## src/rtl/servo_pkg.sv

```systemverilog
// Shared types and defaults for the multi-channel servo driver.
// Holds the 16-bit pulse type, the default timing constants and the
// fixed-point slope helper used by every channel's position map.
// Optional build macro: DEADBAND_EN (centre deadband in the map stage).
package servo_pkg;

  typedef logic [15:0] pw_t;

  localparam int unsigned DEF_N_CH        = 4;
  localparam int unsigned DEF_POS_W       = 10;
  localparam int unsigned DEF_CLK_HZ      = 25_000_000;
  localparam int unsigned DEF_FRAME_TICKS = 500_000;
  localparam int unsigned DEF_IN_MIN      = 228;
  localparam int unsigned DEF_IN_MAX      = 830;
  localparam int unsigned DEF_PW_MIN      = 12_500;
  localparam int unsigned DEF_PW_MAX      = 62_500;
  localparam int unsigned DEF_STEP        = 1_250;
  localparam int unsigned DEF_DEADBAND    = 8;

  // Fraction bits of the slope constant.
  localparam int unsigned K_FRAC = 16;

  // Slope rounded up so the map never lands below the exact value and the
  // top endpoint reaches PW_MAX (it is then saturated back to exactly PW_MAX).
  function automatic logic [63:0] calc_k(input int unsigned pw_min, input int unsigned pw_max,
                                         input int unsigned in_min, input int unsigned in_max);
    logic [63:0] num;
    logic [63:0] den;
    num = 64'(pw_max - pw_min) << K_FRAC;
    den = 64'(in_max - in_min);
    return (num + den - 64'd1) / den;
  endfunction

endpackage

```

## src/rtl/multi_servo_driver_if.sv

```systemverilog
// Bus between the joystick/hold logic (master) and the servo driver (slave).
// Optional build macro of the driver: DEADBAND_EN.
//
// Handshake: pos_valid is a one-cycle strobe with no back-pressure; in the
// cycle it is high every pos_i lane and every hold bit is valid and sampled.
// hold[c] high in that cycle suppresses the update of channel c.
interface multi_servo_driver_if
  import servo_pkg::*;
#(
  parameter int unsigned N_CH  = DEF_N_CH,
  parameter int unsigned POS_W = DEF_POS_W
);
  logic [N_CH*POS_W-1:0] pos_i;
  logic                  pos_valid;
  logic [N_CH-1:0]       hold;
  logic [N_CH-1:0]       pwm_o;
  logic                  frame_tick;
  logic [N_CH-1:0]       moving;

  modport master (output pos_i, pos_valid, hold, input pwm_o, frame_tick, moving);
  modport slave  (input pos_i, pos_valid, hold, output pwm_o, frame_tick, moving);
endinterface

```

## src/rtl/servo_pwm_channel.sv

```systemverilog
// One servo channel: clamp -> linear map (2-cycle pipeline) -> target with
// hold, once-per-frame slew of the live pulse, PWM compare and moving flag.
// Optional build macro: DEADBAND_EN (positions near centre map to PW_CTR).
module servo_pwm_channel
  import servo_pkg::*;
#(
  parameter int unsigned POS_W  = DEF_POS_W,
  parameter int unsigned IN_MIN = DEF_IN_MIN,
  parameter int unsigned IN_MAX = DEF_IN_MAX,
  parameter int unsigned PW_MIN = DEF_PW_MIN,
  parameter int unsigned PW_MAX = DEF_PW_MAX,
  parameter int unsigned STEP   = DEF_STEP,
  parameter int unsigned CNT_W  = 19
`ifdef DEADBAND_EN
  , parameter int unsigned DEADBAND = DEF_DEADBAND
`endif
) (
  input  logic             clk,
  input  logic             rst,
  input  logic [POS_W-1:0] pos,
  input  logic             pos_valid,
  input  logic             hold,
  input  logic             frame_tick,
  input  logic [CNT_W-1:0] frame_cnt,
  output logic             pwm,
  output logic             moving
);

  localparam logic [POS_W-1:0] IN_MIN_P = POS_W'(IN_MIN);
  localparam logic [POS_W-1:0] IN_MAX_P = POS_W'(IN_MAX);
  localparam pw_t              PW_MAX_P = pw_t'(PW_MAX);
  localparam pw_t              PW_CTR   = pw_t'((PW_MIN + PW_MAX) / 2);
  localparam pw_t              STEP_P   = pw_t'(STEP);
  localparam logic [63:0]      K        = calc_k(PW_MIN, PW_MAX, IN_MIN, IN_MAX);

  logic [POS_W-1:0] pos_clamp;
  logic [POS_W-1:0] s1_pos;
  logic             s1_wr;
  logic [63:0]      lin_full;
  pw_t              pulse_lin;
  pw_t              pulse_map;
  logic             in_band;
  pw_t              target;
  pw_t              cur;

  // Clamp the raw position into the mapped input range.
  always_comb begin
    pos_clamp = pos;
    if (pos < IN_MIN_P)      pos_clamp = IN_MIN_P;
    else if (pos > IN_MAX_P) pos_clamp = IN_MAX_P;
  end

  // Stage 1: register the clamped position; hold in the strobe cycle wins.
  always_ff @(posedge clk or posedge rst) begin
    if (rst) begin
      s1_pos <= IN_MIN_P;
      s1_wr  <= 1'b0;
    end else begin
      s1_wr <= pos_valid & ~hold;
      if (pos_valid) s1_pos <= pos_clamp;
    end
  end

  // Stage 2 datapath: fixed-point linear map, saturated to PW_MAX.
  always_comb begin
    lin_full  = 64'(PW_MIN) + ((64'(s1_pos - IN_MIN_P) * K) >> K_FRAC);
    pulse_lin = (lin_full > 64'(PW_MAX)) ? PW_MAX_P : lin_full[15:0];
  end

`ifdef DEADBAND_EN
  localparam int unsigned IN_CTR = (IN_MIN + IN_MAX) / 2;
  // Centre deadband: |pos - IN_CTR| <= DEADBAND snaps to the centre pulse.
  always_comb begin
    in_band = ((32'(s1_pos) + DEADBAND) >= IN_CTR) && (32'(s1_pos) <= (IN_CTR + DEADBAND));
  end
`else
  // No deadband in this build: the linear map applies everywhere.
  always_comb begin
    in_band = 1'b0;
  end
`endif

  assign pulse_map = in_band ? PW_CTR : pulse_lin;

  // Stage 2 register: write the mapped pulse into the target.
  always_ff @(posedge clk or posedge rst) begin
    if (rst)        target <= PW_CTR;
    else if (s1_wr) target <= pulse_map;
  end

  // Slew only at the frame boundary so a pulse in progress never changes.
  always_ff @(posedge clk or posedge rst) begin
    if (rst) begin
      cur <= PW_CTR;
    end else if (frame_tick) begin
      if ({1'b0, target} > ({1'b0, cur} + {1'b0, STEP_P}))      cur <= cur + STEP_P;
      else if (({1'b0, target} + {1'b0, STEP_P}) < {1'b0, cur}) cur <= cur - STEP_P;
      else                                                      cur <= target;
    end
  end

  // Registered PWM compare and moving flag.
  always_ff @(posedge clk or posedge rst) begin
    if (rst) begin
      pwm    <= 1'b0;
      moving <= 1'b0;
    end else begin
      pwm    <= (32'(frame_cnt) < 32'(cur));
      moving <= (cur != target);
    end
  end

endmodule

```

## src/rtl/multi_servo_driver.sv

```systemverilog
// N-channel joystick-to-servo driver: shared 50 Hz frame counter plus one
// servo_pwm_channel per channel.
// Optional build macro: DEADBAND_EN (centre deadband in each channel map).
module multi_servo_driver
  import servo_pkg::*;
#(
  parameter int unsigned N_CH        = DEF_N_CH,
  parameter int unsigned POS_W       = DEF_POS_W,
  parameter int unsigned CLK_HZ      = DEF_CLK_HZ,
  parameter int unsigned FRAME_TICKS = DEF_FRAME_TICKS,
  parameter int unsigned IN_MIN      = DEF_IN_MIN,
  parameter int unsigned IN_MAX      = DEF_IN_MAX,
  parameter int unsigned PW_MIN      = DEF_PW_MIN,
  parameter int unsigned PW_MAX      = DEF_PW_MAX,
  parameter int unsigned STEP        = DEF_STEP,
  parameter int unsigned DEADBAND    = DEF_DEADBAND
) (
  input logic                 clk,
  input logic                 rst,
  multi_servo_driver_if.slave bus
);

  localparam int unsigned      CNT_W = (FRAME_TICKS > 1) ? $clog2(FRAME_TICKS) : 1;
  localparam logic [CNT_W-1:0] LAST  = CNT_W'(FRAME_TICKS - 1);

  // Reject parameter sets where the pulse cannot fit the frame or the type.
  if ((PW_MAX >= 65536) || (PW_MAX >= FRAME_TICKS) || (FRAME_TICKS > CLK_HZ) ||
      (IN_MAX <= IN_MIN) || (PW_MAX <= PW_MIN) || (DEADBAND >= (IN_MAX - IN_MIN) / 2)) begin : g_cfg_err
    $error("multi_servo_driver: inconsistent timing parameters");
  end

  logic [CNT_W-1:0] frame_cnt;
  logic             frame_tick;
  logic [N_CH-1:0]  pwm_v;
  logic [N_CH-1:0]  moving_v;

  // Free-running frame counter 0..FRAME_TICKS-1.
  always_ff @(posedge clk or posedge rst) begin
    if (rst)             frame_cnt <= '0;
    else if (frame_tick) frame_cnt <= '0;
    else                 frame_cnt <= frame_cnt + CNT_W'(1);
  end

  assign frame_tick = (frame_cnt == LAST);

  for (genvar c = 0; c < N_CH; c++) begin : g_ch
    servo_pwm_channel #(
      .POS_W (POS_W),
      .IN_MIN(IN_MIN),
      .IN_MAX(IN_MAX),
      .PW_MIN(PW_MIN),
      .PW_MAX(PW_MAX),
      .STEP  (STEP),
      .CNT_W (CNT_W)
`ifdef DEADBAND_EN
      , .DEADBAND(DEADBAND)
`endif
    ) u_ch (
      .clk       (clk),
      .rst       (rst),
      .pos       (bus.pos_i[c*POS_W +: POS_W]),
      .pos_valid (bus.pos_valid),
      .hold      (bus.hold[c]),
      .frame_tick(frame_tick),
      .frame_cnt (frame_cnt),
      .pwm       (pwm_v[c]),
      .moving    (moving_v[c])
    );
  end

  assign bus.pwm_o      = pwm_v;
  assign bus.moving     = moving_v;
  assign bus.frame_tick = frame_tick;

endmodule

```

## src/flat_wrapper.sv

```systemverilog
// flat-port wrapper written by rule: the top's interface ports become plain ports
module multi_servo_driver_flat import servo_pkg::*;
#(
  parameter int unsigned N_CH        = DEF_N_CH,
  parameter int unsigned POS_W       = DEF_POS_W,
  parameter int unsigned CLK_HZ      = DEF_CLK_HZ,
  parameter int unsigned FRAME_TICKS = DEF_FRAME_TICKS,
  parameter int unsigned IN_MIN      = DEF_IN_MIN,
  parameter int unsigned IN_MAX      = DEF_IN_MAX,
  parameter int unsigned PW_MIN      = DEF_PW_MIN,
  parameter int unsigned PW_MAX      = DEF_PW_MAX,
  parameter int unsigned STEP        = DEF_STEP,
  parameter int unsigned DEADBAND    = DEF_DEADBAND
)
  (clk, rst, bus_pos_i, bus_pos_valid, bus_hold, bus_pwm_o, bus_frame_tick, bus_moving);
  multi_servo_driver_if #(.N_CH(N_CH), .POS_W(POS_W)) bus_i ();
  input logic clk;
  input logic rst;
  input wire logic [$bits(bus_i.pos_i)-1:0] bus_pos_i;
  input wire logic [$bits(bus_i.pos_valid)-1:0] bus_pos_valid;
  input wire logic [$bits(bus_i.hold)-1:0] bus_hold;
  output wire logic [$bits(bus_i.pwm_o)-1:0] bus_pwm_o;
  output wire logic [$bits(bus_i.frame_tick)-1:0] bus_frame_tick;
  output wire logic [$bits(bus_i.moving)-1:0] bus_moving;
  assign bus_i.pos_i = bus_pos_i;
  assign bus_i.pos_valid = bus_pos_valid;
  assign bus_i.hold = bus_hold;
  assign bus_pwm_o = bus_i.pwm_o;
  assign bus_frame_tick = bus_i.frame_tick;
  assign bus_moving = bus_i.moving;
  multi_servo_driver #(.N_CH(N_CH), .POS_W(POS_W), .CLK_HZ(CLK_HZ), .FRAME_TICKS(FRAME_TICKS), .IN_MIN(IN_MIN), .IN_MAX(IN_MAX), .PW_MIN(PW_MIN), .PW_MAX(PW_MAX), .STEP(STEP), .DEADBAND(DEADBAND)) u_core (.clk(clk), .rst(rst), .bus(bus_i));
endmodule
```

## config.mk

```make
export PLATFORM = sky130hd
export DESIGN_NAME = multi_servo_driver_flat
export DESIGN_NICKNAME = d
export VERILOG_FILES = /design/src/rtl/servo_pkg.sv /design/src/rtl/multi_servo_driver_if.sv /design/src/rtl/servo_pwm_channel.sv /design/src/rtl/multi_servo_driver.sv /design/src/flat_wrapper.sv
export SDC_FILE = /design/constraint.sdc
export NUM_CORES = 2
export LEC_CHECK = 0
export BUFFER_PORTS_ARGS = -buffer_cell sky130_fd_sc_hd__buf_2
export CAP_MARGIN = 15
export CORE_UTILIZATION = 40
export DETAILED_ROUTE_END_ITERATION = 6
export HOLD_SLACK_MARGIN = 0.08
export MAX_ROUTING_LAYER = met4
export SLEW_MARGIN = 20
export SYNTH_ARGS = -nofsm -noshare
export SYNTH_HDL_FRONTEND = slang
export SYNTH_SLANG_ARGS = --single-unit
```

## constraint.sdc

```tcl
create_clock -name clk -period 18.2 [get_ports clk]
set_input_delay 1.82 -clock clk [delete_from_list [all_inputs] [get_ports clk]]
set_output_delay 1.82 -clock clk [all_outputs]
set_load 0.005 [all_outputs]
```

---- Word-level counts from Yosys, hierarchy flattened ----
Index checks and enable logic that the tools add are counted.
cells by class
  $mul .................................... 4
  order comparisons ....................... 24
  mux-type cells .......................... 21
  equal/unequal tests ..................... 5
  add/subtract/negate cells ............... 25
  bitwise gates (word level) .............. 8
operators with widths
  operator                number
  $mul 64x22->63 const B  4
  $add 14x48->49 const A  4
  $gt 49x16->1 const B    4
  $mux 16                 12
  $add 16x11->17 const B  8
  $mux 10                 8
  $lt 19x16->1            4
  $gt 16x17->1            4
  $lt 17x16->1            4
  $add 16x11->16 const B  4
  $ne 16x16->1            4
  $sub 16x11->16 const B  4
  $sub 10x8->11 const B   4
  $gt 10x10->1 const B    4
  $lt 10x8->1 const B     4
  $add 19x1->19 const B   1
  $eq 19x19->1 const B    1
  $mux 19                 1
  $and 1x1->1             4
  $not 1->1               4
storage, ports and cells
  output and inout port bits .............. 9
  flip-flop bits (word level) ............. 199
  logic and storage cells ................. 112

---- Depth between registers and ports, before layout ----
  depth after elaboration ................. 5
  mapped depth ............................ 37
  gate-level depth less buffers ........... 32

---- Hierarchy ----
From an unflattened synthesis, not the netlist that was laid out.
unflattened totals
  cell total of the unflattened synthesis .. 5,281
  area, all modules ....................... 45,464.9 um^2
by module, submodules not included
  module                                    area each (um^2)  instances  cells an instance  sequential area each (um^2)
  servo_pwm_channel at u_core.g_ch[0].u_ch  11,268.3          1          1,305              1,151.1
  servo_pwm_channel at u_core.g_ch[1].u_ch  11,155.7          1          1,301              1,151.1
  servo_pwm_channel at u_core.g_ch[2].u_ch  11,119.4          1          1,293              1,151.1
  servo_pwm_channel at u_core.g_ch[3].u_ch  11,023.1          1          1,293              1,151.1
  multi_servo_driver                        898.4             1          89                 475.5

---- Worst setup path before layout ----
Ideal clock, no wire load.
  kind .................................... register to register
  start point ............................. register u_core.g_ch[1].u_ch.s1_pos[2]
  end point ............................... register u_core.g_ch[1].u_ch.target[10]
  setup slack ............................. 8.282 ns
  arrival ................................. 9.797 ns
  cell stages (with the launch flop) ...... 34
  buffers on the path ..................... 4
  setup time .............................. 0.121 ns
  data required time ...................... 18.079 ns
  path through ............................ dfstp_2 inv_1 ha_1 a21oi_1 nor3_1 clkbuf_1 clkbuf_1 ha_1 xor2_1 xnor2_1 fa_1 inv_1 fa_1 ha_1 fa_1 inv_1 fa_1 inv_1 ha_1 a21oi_2 o211ai_1 a41o_1 o2111ai_1 o311ai_1 or4b_4 nor3_4 o311ai_1 maj3_1 xnor2_1 or4_1 buf_2 nand2b_4 buf_6 o22a_1
between the ends
  word-level cells in the longest chain between the ends .. 5
RTL lines
  item                    RTL line                 RTL
  from (decl)             servo_pwm_channel.sv:37  logic [POS_W-1:0] s1_pos;
  from (signal assigned)  servo_pwm_channel.sv:60  if (pos_valid) s1_pos <= pos_clamp;
  $sub 10x8->11 (*)       servo_pwm_channel.sv:66  lin_full = 64'(PW_MIN) + ((64'(s1_pos - IN_MIN_P) * K) >> K_FRAC);
  $mul 64x22->63 (*)      servo_pwm_channel.sv:66
  $add 14x48->49 (*)      servo_pwm_channel.sv:66
  $gt 49x16->1            servo_pwm_channel.sv:67  pulse_lin = (lin_full > 64'(PW_MAX)) ? PW_MAX_P : lin_full[15:0];
  $mux 16 (*)             servo_pwm_channel.sv:67
  to (signal assigned)    servo_pwm_channel.sv:88  else if (s1_wr) target <= pulse_map;
  to (decl)               servo_pwm_channel.sv:43  pw_t target;
Mark *: on every way between the ends. The rest lies on a longest branch, timed or not.
A chain may end at the register's enable or synchronous reset.

---- Worst setup path after layout ----
  start point ............................. register u_core.g_ch[2].u_ch.s1_pos[4]
  end point ............................... register u_core.g_ch[2].u_ch.target[13]
between the ends
  word-level cells in the longest chain between the ends .. 5
RTL lines
  item                    RTL line
  from (decl)             servo_pwm_channel.sv:37
  from (signal assigned)  servo_pwm_channel.sv:60
  $sub 10x8->11 (*)       servo_pwm_channel.sv:66
  $mul 64x22->63 (*)      servo_pwm_channel.sv:66
  $add 14x48->49 (*)      servo_pwm_channel.sv:66
  $gt 49x16->1            servo_pwm_channel.sv:67
  $mux 16 (*)             servo_pwm_channel.sv:67
  to (signal assigned)    servo_pwm_channel.sv:88
  to (decl)               servo_pwm_channel.sv:43
Marks and branches as above.

==> run_summary.xml <==
<?xml version="1.0" encoding="UTF-8"?>
<metrics>
  <group name="clocking">
    <metric name="cts_made_buffers" unit="">17</metric>
    <metric name="clock_insertion_delay_worst_skew" unit="ns">0.51</metric>
    <metric name="clock_sink_count" unit="">199</metric>
    <metric name="tritoncts" unit="">yes</metric>
    <metric name="post-cts-setup-buffer-count" unit="">0</metric>
    <metric name="cts_hold_buf" unit="">0</metric>
    <metric name="cts_root_buffer" unit="">sky130_fd_sc_hd__clkbuf_16</metric>
    <metric name="cts-htree-levels" unit="">4</metric>
    <metric name="max-clock-path-buffers" unit="">2</metric>
    <metric name="clk_pin_slew" unit="ns">0.09</metric>
    <metric name="cts-resized-gates" unit="">0</metric>
  </group>
  <group name="floorplanning">
    <metric name="floorplan.io_pins" unit="">56</metric>
    <metric name="die_width" unit="um">334</metric>
    <metric name="floorplan.die_area" unit="um2">111000</metric>
    <metric name="area_inside_the_core_boundary" unit="um2">109000</metric>
    <metric name="die-height" unit="um">334</metric>
    <metric name="floorplan.rows" unit="">121</metric>
    <metric name="start_util" unit="%">40.4</metric>
  </group>
  <group name="route">
    <metric name="wl_per_cell" unit="um">17.4</metric>
    <metric name="detail_route.vias_per_cell" unit="">5.45</metric>
    <metric name="drt_wl_total" unit="mm">113</metric>
    <metric name="drc" unit="">16</metric>
    <metric name="drt_pre_antenna_iters" unit="">7</metric>
    <metric name="detail-route-antenna-nets" unit="">0</metric>
    <metric name="drt-initial-drc-count" unit="">2210</metric>
    <metric name="routed-via-count" unit="">35400</metric>
  </group>
  <group name="worst_hold_path">
    <metric name="worst_hold_launch" unit="">u_core.g_ch[1].u_ch.target[0]$_DFFE_PP0P_</metric>
    <metric name="hold_crit_depth" unit="">1</metric>
    <metric name="worstHoldEndpoint" unit="">u_core.g_ch[1].u_ch.cur[0]$_DFFE_PP0P_</metric>
    <metric name="hold_class" unit="">register to register</metric>
  </group>
  <group name="logic_synthesis">
    <metric name="syn_nets" unit="">6298</metric>
    <metric name="post_synth_most_frequent_cells" unit="">751 x sky130_fd_sc_hd__ha_1, 742 x sky130_fd_sc_hd__inv_1, 378 x sky130_fd_sc_hd__xnor2_1</metric>
    <metric name="ys.flop_type" unit="">sky130_fd_sc_hd__dfrtp_1</metric>
    <metric name="synth_largest_type_area_fraction" unit="%">21.3</metric>
    <metric name="synthesis.instances" unit="">5140</metric>
    <metric name="netlist_area" unit="um2">44000</metric>
    <metric name="netlist-cell-type-count" unit="">101</metric>
    <metric name="synth_seq_area_share" unit="%">11.5</metric>
    <metric name="post_synth.cell_area_avg" unit="um2">8.57</metric>
    <metric name="synthTopCellsByArea" unit="">sky130_fd_sc_hd__ha_1 21%, sky130_fd_sc_hd__fa_1 16%, sky130_fd_sc_hd__xnor2_1 7.5%</metric>
    <metric name="synth_most_common_cell" unit="">sky130_fd_sc_hd__ha_1</metric>
    <metric name="synth_top_cell_by_area" unit="">sky130_fd_sc_hd__ha_1</metric>
    <metric name="postSynthRegisterBits" unit="">199</metric>
    <metric name="synthesis.yosys.warnings" unit="">0</metric>
    <metric name="synth_edf_count" unit="">0</metric>
    <metric name="postSynth.asyncResetShare" unit="%">100</metric>
  </group>
  <group name="setup_path">
    <metric name="r2r_cells" unit="">31</metric>
    <metric name="critPathCaptureType" unit="">register</metric>
    <metric name="reg2reg_setup_slack" unit="ns">8.47</metric>
    <metric name="timing_worst_setup_path_type" unit="">register to register</metric>
    <metric name="worst_ep_arrival_time" unit="ns">10.09</metric>
    <metric name="worstSetupStartpointType" unit="">register</metric>
    <metric name="path_max_fanout" unit="">7</metric>
    <metric name="critical_path.reg2reg.endpoint" unit="">u_core.g_ch[2].u_ch.target[13]$_DFFE_PP0P_</metric>
    <metric name="worst_path_max_delay_cell" unit="">sky130_fd_sc_hd__xor2_1</metric>
    <metric name="worst-endpoint-required" unit="ns">18.56</metric>
    <metric name="regToRegStartpoint" unit="">u_core.g_ch[2].u_ch.s1_pos[4]$_DFFE_PP0P_</metric>
    <metric name="maximum_single_stage_delay_on_the_critical_path" unit="ns">0.70</metric>
  </group>
  <group name="global_routing">
    <metric name="grt_pass1_vias" unit="">35200</metric>
    <metric name="initial_antenna_violation_count" unit="">1</metric>
    <metric name="global_route.overflow_total" unit="">0</metric>
    <metric name="grt_use_total" unit="%">21.1</metric>
    <metric name="grt_pass1_wl" unit="mm">188</metric>
    <metric name="grt_max_degree" unit="">127</metric>
  </group>
  <group name="cells_and_area">
    <metric name="final_cell_area" unit="um2">46300</metric>
    <metric name="area_growth_syn_to_layout" unit="%">5.06</metric>
    <metric name="seq_area" unit="um2">5080</metric>
    <metric name="filler_instances" unit="">10900</metric>
    <metric name="multi_input_area" unit="um2">35500</metric>
    <metric name="antenna_cells_inserted" unit="">0</metric>
    <metric name="final_net_count" unit="">6220</metric>
    <metric name="layout.core_utilization" unit="%">42.4</metric>
    <metric name="drive_above_1_share" unit="%">5.77</metric>
  </group>
  <group name="timing">
    <metric name="finalCriticalPeriod" unit="ns">9.73</metric>
    <metric name="min_period_over_period" unit="%">53.4</metric>
    <metric name="achievable-frequency" unit="MHz">103</metric>
    <metric name="setup_viol_count_final" unit="">0</metric>
    <metric name="timing.final.max_slew_violations" unit="">0</metric>
    <metric name="worst_pin_slew" unit="ns">1.04</metric>
    <metric name="finalHoldViolCount" unit="">0</metric>
    <metric name="setup_tns" unit="ns">0</metric>
    <metric name="skew" unit="ns">0.0226</metric>
    <metric name="grt_setup_unrepaired" unit="">no</metric>
    <metric name="worst_slew_margin_rel" unit="%">29.8</metric>
  </group>
  <group name="place">
    <metric name="post_dp_cell_area" unit="um2">45600</metric>
    <metric name="gp_routability_congestion" unit="">0.932</metric>
    <metric name="detailed_place_hpwl" unit="mm">93.6</metric>
    <metric name="number_of_buffers_added_on_ports" unit="">55</metric>
  </group>
  <group name="run_status">
    <metric name="run_status" unit="">finished with violations</metric>
    <metric name="failed_checks" unit="">design-rule violations</metric>
  </group>
  <group name="job">
    <metric name="max_cap_violations" unit="">0</metric>
  </group>
</metrics>
[metrics by stage]
stage / worst slack [ns] / hold WS, ns / cells
finish: 8.47 / 0.521 / 6489
global route: 7.74 / 0.546 / 6489
CTS: 8.52 / 0.521 / 6488
detailed placement: 8.57 / 0.511 / 6456
global placement: 8.72 / 0.513 / 6456
floorplan: 8.28 / 0.481 / 5140
[final cells by class]
type,instances,area share (%)
Clock buffer,18,0.949
Clock inverter,14,0.357
Inverter,747,6.08
Multi-Input combinational cell,4013,76.7
Sequential cell,199,11.0
Tap cell,1414,3.82
Timing Repair Buffer,84,1.09
[per-layer routing]
layer  up-vias  track usage (%)  share of wire [%]
met2       657             32.9                 45
met1     17000             30.1                 50
met4         0             4.00                1.5
met3        93             1.70                3.4
li1      17700                -                  -
met5         -                -                  0
[how the worst max path moves through the flow]
stage / start / to / slack [ns] / cells past startpoint
2_1_floorplan: u_core.g_ch[1].u_ch.s1_pos[2]$_DFFE_PP1P_ / u_core.g_ch[1].u_ch.target[10]$_DFFE_PP0P_ / 8.28 / 33
3_3_place_gp: u_core.g_ch[2].u_ch.s1_pos[4]$_DFFE_PP0P_ / u_core.g_ch[2].u_ch.target[10]$_DFFE_PP0P_ / 8.72 / 31
3_5_place_dp: u_core.g_ch[1].u_ch.s1_pos[2]$_DFFE_PP1P_ / u_core.g_ch[1].u_ch.target[10]$_DFFE_PP0P_ / 8.57 / 33
4_1_cts: u_core.g_ch[1].u_ch.s1_pos[2]$_DFFE_PP1P_ / u_core.g_ch[1].u_ch.target[10]$_DFFE_PP0P_ / 8.52 / 33
5_1_grt: u_core.g_ch[2].u_ch.s1_pos[4]$_DFFE_PP0P_ / u_core.g_ch[2].u_ch.target[13]$_DFFE_PP0P_ / 7.74 / 31
6_report: u_core.g_ch[2].u_ch.s1_pos[4]$_DFFE_PP0P_ / u_core.g_ch[2].u_ch.target[13]$_DFFE_PP0P_ / 8.47 / 31
[sequential cells by signal (all words and copies together) (netlist names)]
| signal | flops |
|---|---|
| u_core.frame_cnt | 19 |
| u_core.g_ch.u_ch.target | 64 |
| u_core.g_ch.u_ch.pwm | 4 |
| u_core.g_ch.u_ch.moving | 4 |
| u_core.g_ch.u_ch.cur | 64 |
| u_core.g_ch.u_ch.s1_wr | 4 |
| u_core.g_ch.u_ch.s1_pos | 40 |
[placed cells by master (no fill, tap or decap), drive strengths merged, types with 31 or more instances in the layout]
cell type / n
o211ai: 45
a21o: 119
o21ai: 282
nand3: 125
xnor2: 379
nor3: 113
o22ai: 64
ha: 751
xor2: 148
mux2i: 34
dfstp: 80
a21oi: 291
and3: 59
nand2: 272
a31oi: 43
a211oi: 50
and2: 31
nor2: 223
o21a: 73
fa: 360
nand4: 51
buf: 84
dfrtp: 119
inv: 748
nor2b: 36
nand2b: 31
[critical path, delay by kind of cell (launching register included)]
family | cells | cell delay (ns)
adder cells (fa/ha/maj) | 8 | 3.43
AND/OR/NAND/NOR | 8 | 2.32
AO/OA/AOI/OAI | 8 | 1.70
XOR/XNOR | 3 | 1.41
flip-flops | 1 | 0.41
multiplexers | 1 | 0.17
buffers and inverters | 3 | 0.15
[logic make-up (layout without fill, tap and decap cells)]
group	Yosys count	count (layout)	share of synthesized area, %
buffers and inverters	928	863	8.04
XOR/XNOR	527	527	10.5
flip-flops	199	199	11.5
AO/OA/AOI/OAI	1238	1238	18.5
adder cells (fa/ha/maj)	1114	1114	37.8
AND/OR/NAND/NOR	1075	1075	12.2
multiplexers	59	59	1.41
Power is not shown: default switching activity piles up to over one toggle a cycle in this logic, so the estimate is an artifact.
